===== config.mk =====
export PLATFORM = sky130hd
export DESIGN_NAME = wb_stage_ext
export DESIGN_NICKNAME = d
export VERILOG_FILES = /design/src/rtl/wb_stage_ext.sv
export SDC_FILE = /design/constraint.sdc
export NUM_CORES = 1
export LEC_CHECK = 0
export CORE_UTILIZATION = 38
export CTS_CLUSTER_SIZE = 14
export DETAILED_ROUTE_END_ITERATION = 8
export PLACE_DENSITY = 0.84
export SLEW_MARGIN = 20
export SYNTH_ARGS = -nofsm -noshare
export SYNTH_HDL_FRONTEND = slang
export SYNTH_SLANG_ARGS = --single-unit

===== constraint.sdc =====
create_clock -name clk -period 1.75 [get_ports clk]
set_input_delay 0.35 -clock clk [delete_from_list [all_inputs] [get_ports clk]]
set_output_delay 0.35 -clock clk [all_outputs]
set_load 0.02 [all_outputs]

===== src/rtl/wb_stage_ext.sv =====
// rtl/wb_stage_ext.sv - MEM/WB pipeline register and writeback unit with load extraction
// Optional retire counter enabled by defining WB_RETIRE_CNT_EN.
module wb_stage_ext #(
  parameter int DATA_WIDTH = 32,
  parameter int ADDR_WIDTH = 32,
  parameter int REG_ADDR_W = 5
) (
  input  logic                  clk,
  input  logic                  rst,
  input  logic                  m_valid,
  output logic                  m_ready,
  input  logic                  flush,
  input  logic                  reg_wem,
  input  logic [REG_ADDR_W-1:0] rdm,
  input  logic [ADDR_WIDTH-1:0] pcnm,
  input  logic [DATA_WIDTH-1:0] alu_resultm,
  input  logic [DATA_WIDTH-1:0] extm,
  input  logic [1:0]            wb_ctrm,
  input  logic [2:0]            ld_sizem,
  input  logic                  data_valid,
  input  logic [DATA_WIDTH-1:0] data_out,
  output logic                  reg_wew,
  output logic [REG_ADDR_W-1:0] rdw,
  output logic [DATA_WIDTH-1:0] result,
  output logic                  wb_busy
`ifdef WB_RETIRE_CNT_EN
  ,
  output logic [63:0]           retire_cnt
`endif
);

  localparam int OFF_W = $clog2(DATA_WIDTH / 8);

  typedef enum logic [1:0] {
    EMPTY   = 2'd0,
    WAIT_LD = 2'd1,
    WRITE   = 2'd2
  } state_t;

  state_t                state_q, state_d;
  logic                  we_q, we_d;
  logic [REG_ADDR_W-1:0] rd_q, rd_d;
  logic [OFF_W-1:0]      off_q, off_d;
  logic [2:0]            size_q, size_d;
  logic [DATA_WIDTH-1:0] result_q, result_d;
  logic                  reg_wew_q, reg_wew_d;
`ifdef WB_RETIRE_CNT_EN
  logic [63:0]           retire_cnt_q, retire_cnt_d;
`endif

  // Byte lanes are picked with indexed part-selects so the offset never exceeds the word.
  function automatic logic [DATA_WIDTH-1:0] extract_load(
    input logic [DATA_WIDTH-1:0] d,
    input logic [OFF_W-1:0]      off,
    input logic [2:0]            sz
  );
    logic [OFF_W-1:0]      off_h;
    logic [OFF_W-1:0]      off_w;
    logic [7:0]            b;
    logic [15:0]           h;
    logic [31:0]           w;
    logic [DATA_WIDTH-1:0] r;
    off_h = off & ~OFF_W'(1);
    off_w = off & ~OFF_W'(3);
    b     = d[{off, 3'b000} +: 8];
    h     = d[{off_h, 3'b000} +: 16];
    w     = d[{off_w, 3'b000} +: 32];
    case (sz)
      3'b000:  r = DATA_WIDTH'($signed(b));
      3'b100:  r = DATA_WIDTH'(b);
      3'b001:  r = DATA_WIDTH'($signed(h));
      3'b101:  r = DATA_WIDTH'(h);
      3'b010:  r = DATA_WIDTH'($signed(w));
      3'b110:  r = (DATA_WIDTH == 64) ? DATA_WIDTH'(w) : d;
      default: r = d;
    endcase
    return r;
  endfunction

  function automatic logic [DATA_WIDTH-1:0] select_result(
    input logic [1:0]            ctr,
    input logic [DATA_WIDTH-1:0] alu,
    input logic [ADDR_WIDTH-1:0] pcn,
    input logic [DATA_WIDTH-1:0] ext
  );
    logic [DATA_WIDTH-1:0] r;
    case (ctr)
      2'b01:   r = DATA_WIDTH'(pcn);
      2'b10:   r = ext;
      default: r = alu;
    endcase
    return r;
  endfunction

  assign m_ready = (state_q != WAIT_LD);

  always_comb begin
    state_d  = state_q;
    we_d     = we_q;
    rd_d     = rd_q;
    off_d    = off_q;
    size_d   = size_q;
    result_d = result_q;
    if (flush) begin
      state_d = EMPTY;
    end else if (m_valid && m_ready) begin
      we_d   = reg_wem;
      rd_d   = rdm;
      off_d  = alu_resultm[OFF_W-1:0];
      size_d = ld_sizem;
      if (wb_ctrm != 2'b11) begin
        state_d  = WRITE;
        result_d = select_result(wb_ctrm, alu_resultm, pcnm, extm);
      end else if (data_valid) begin
        state_d  = WRITE;
        result_d = extract_load(data_out, alu_resultm[OFF_W-1:0], ld_sizem);
      end else begin
        state_d = WAIT_LD;
      end
    end else begin
      case (state_q)
        WAIT_LD: begin
          if (data_valid) begin
            state_d  = WRITE;
            result_d = extract_load(data_out, off_q, size_q);
          end
        end
        WRITE:   state_d = EMPTY;
        default: state_d = EMPTY;
      endcase
    end
    reg_wew_d = (state_d == WRITE) && we_d && (rd_d != '0);
  end

`ifdef WB_RETIRE_CNT_EN
  always_comb begin
    retire_cnt_d = retire_cnt_q;
    if (state_q == WRITE) retire_cnt_d = retire_cnt_q + 64'd1;
  end
`endif

  always_ff @(posedge clk or negedge rst) begin
    if (!rst) begin
      state_q      <= EMPTY;
      we_q         <= 1'b0;
      rd_q         <= '0;
      off_q        <= '0;
      size_q       <= '0;
      result_q     <= '0;
      reg_wew_q    <= 1'b0;
`ifdef WB_RETIRE_CNT_EN
      retire_cnt_q <= '0;
`endif
    end else begin
      state_q      <= state_d;
      we_q         <= we_d;
      rd_q         <= rd_d;
      off_q        <= off_d;
      size_q       <= size_d;
      result_q     <= result_d;
      reg_wew_q    <= reg_wew_d;
`ifdef WB_RETIRE_CNT_EN
      retire_cnt_q <= retire_cnt_d;
`endif
    end
  end

  assign reg_wew = reg_wew_q;
  assign rdw     = rd_q;
  assign result  = result_q;
  assign wb_busy = (state_q == WAIT_LD);
`ifdef WB_RETIRE_CNT_EN
  assign retire_cnt = retire_cnt_q;
`endif

endmodule


==> out/results.txt <==
IO Port Bufs: 183
Skew-Pair Late Insertion Delay: 310 ps
Area delta synth->final: 80.6%
Core area: 9910 sq um
DIE AREA: 10,800 sq um
Synth cell types: 54
Vias per Instance: 5.97
Hold Fails Final Rpt: 0
Antenna viol nets, final: 0
Pre-Repair DR Iteration Count: 5
Pin count of the biggest net entering global routing: 31
Critical-path cell list: mux2i_2 > o22ai_2 > a21bo_4 > a221o_1 > o221a_2
DRC viols: 0
Post-synthesis register bit count: 46
Cell family with most CP delay: compound AO/OA/AOI/OAI gates
CP endpoint kind: register
Max Cap Viol: 0
Register area share after synthesis: 0.292
CP Class: reg -> reg
Total track usage: 0.349
Most frequent cells in the layout: 169 x clkdlybuf4s50_1, 86 x buf_4, 73 x nand2_1, 55 x a21oi_1, 45 x dfrtp_1
Req. time, crit path: 1960 ps
Layout Utilization: 0.720
GRT overflow: 0
Most used DFF post-synth: dfrtp_1
DIE WIDTH: 104 um
Overall power: 0.00462 W
Vias: 5,382
RSZ-0062 raised after global routing: yes
Detailed-placement wirelength estimate: 14.6 mm
Crit path largest cell delay: 490 ps
Crit path time final: 1740 ps
Std-Cell Rows: 36
Storage cell area: 1150 sq um
Buffers & Inverters on Critical Path: 0
Skew final: 5.96 ps
Root Driver: clkbuf_8
Filler cells: 788
Slew Viols, Final: 0
Most common cell after layout, fill and taps aside: clkdlybuf4s50_1
Crit start category: register
Synth warn: 0
Maximum vdd drop: 0.000366 V
CTS tree: yes
Post-DR wirelength/cell: 21.4 um
Status: completed
Max frequency: 574 MHz
Starting Density: 0.398
Num CTS Buffers: 5
Die Ht: 104 um
Cell Count Post-Placement: 884
CP max stage cell: dfrtp_2
Worst hold path type: in -> async
Least-Margin Pin Slew: 543 ps
I/O pin cnt: 184
Synthesized instance count: 513
CTS HTree Levels: 2
Ant. Diodes: 0
Post-synth EDFFs: 0
Sink Count: 46
Arr. time, crit path: 1960 ps
CTS max path bufs: 2
Multi-input gate area: 2810 sq um
Crit-path max FO: 8
Synth Cell Area: 3950 sq um
Share of cells above drive strength 1: 0.247
Layout Cells excl Fill: 902
Max-slew headroom: 0.628
Initial antenna violation count: 0
Leakage: 2.95 nW
Final setup fails: 0
Mapped Avg Cell Area: 7.70 sq um
Final WL: 19.3 mm
Drt first-iter violations: 402
Fin nets: 916
RePlAce Congestion: 0.960
First-pass GRT wire length: 29.3 mm
Pwr per Cell Area: 648 nW/um^2
FFs w/ async S/R, synth: 1.00
Syn_nets: 660
Clock slew at the register clock pins of the worst setup and hold paths: 90 ps
Vias in the first global route: 5,239
Post-route clock period utilization: 0.996
-- per-stage QoR --
stage | area, sq um | hold slack [ps] | setup slack (ps) | TNS, ps
floorplan | 3960 | 54.4 | -33.3 | -33.3
global placement | 6630 | 345 | -593 | -18270
detailed placement | 6630 | 359 | -658 | -20210
CTS | 6930 | 17.7 | -8.87 | -14.9
global route | 7130 | 46.5 | -61.1 | -432
finish | 7130 | 5.83 | 6.53 | 0
-- cell type report --
type	instances	share of cell area
repair buffers	294	0.402
clock buffers	5	0.00965
multi-input cells	407	0.393
flip-flops and latches	46	0.162
inverters	15	0.00877
well taps	133	0.0233
clock inverters	2	0.00140
-- sequential cells by signal, indices dropped and copies added (netlist names) --
signal	cells
reg_wew	1
rdw	5
we_q	1
result	32
size_q	3
state_q	2
off_q	2
-- metal layers --
layer	track usage	wire length, um	vias to the layer above
met3	0.0677	1900	42
li1	-	-	2446
met5	0	0	-
met4	0.123	501	0
met2	0.574	9030	351
met1	0.456	7830	2543
-- cells in the mapped netlist (all sizes together), types with 2 or more instances --
cell | count | share of area
nor3 | 8 | 0.010
nor2 | 33 | 0.031
nand3 | 4 | 0.0051
mux2 | 18 | 0.051
o21ai | 46 | 0.058
ha | 3 | 0.0095
dfrtp | 46 | 0.29
a211oi | 10 | 0.020
nand2b | 5 | 0.0079
o2111ai | 4 | 0.0089
o211ai | 8 | 0.015
a21oi | 62 | 0.080
a221o | 19 | 0.048
o221a | 3 | 0.0086
a32o | 2 | 0.0051
o221ai | 2 | 0.0060
a221oi | 11 | 0.024
nand2 | 73 | 0.069
nor2b | 12 | 0.019
o31a | 2 | 0.0048
nor4 | 2 | 0.0032
nand3b | 2 | 0.0038
mux2i | 7 | 0.018
o21bai | 3 | 0.0057
a22o | 4 | 0.0089
clkbuf | 31 | 0.029
a22oi | 28 | 0.053
o211a | 2 | 0.0051
inv | 15 | 0.014
a31oi | 4 | 0.0063
a21o | 8 | 0.015
buf | 15 | 0.021
and3 | 4 | 0.0063
or3 | 5 | 0.0092
o31ai | 2 | 0.0038
o22ai | 2 | 0.0032
-- worst paths after layout --
check                      slack, ps                    from  cells past startpoint                endpoint
min reg2reg                      490  result[31]$_DFFE_PN0P_                      2  result[31]$_DFFE_PN0P_
min in group clk                 490  result[31]$_DFFE_PN0P_                      2  result[31]$_DFFE_PN0P_
min                                6                     rst                      1  result[15]$_DFFE_PN0P_
max reg2reg                        7    off_q[1]$_DFFE_PN0P_                      5  result[10]$_DFFE_PN0P_
max in group asynchronous       1210                     rst                      2  result[20]$_DFFE_PN0P_
max                                7    off_q[1]$_DFFE_PN0P_                      5  result[10]$_DFFE_PN0P_
-- kinds of logic (layout without fill, tap and decap cells) --
family          after synthesis  count (layout)  share of synthesized area
compound gates              229             230                      0.398
fa+ha+maj                     3               3                    0.00951
buf+inv                      61             316                     0.0650
flops                        46              46                      0.292
mux                          25              25                     0.0691
simple gates                149             149                      0.167
-- repair_timing --
action                                  CTS  global route
endpoints found under the setup margin   35            31
buffers inserted                          5             3
gates cloned                              3             0
hold endpoints to repair                  0             0
resized for setup                        49            52
hold buffers                              0             0
pin swaps                                10            13
-- where the power goes --
part	total [W]	leakage, nW	switching, W	internal [W]
Sequential	0.00140	0.557	0.000143	0.00126
Clock	0.000673	0.0438	0.000403	0.000270
Combinational	0.00254	2.35	0.00125	0.00129
Total	0.00462	2.95	0.00180	0.00282
No activity file was read; power rests on OpenSTA's default activity.
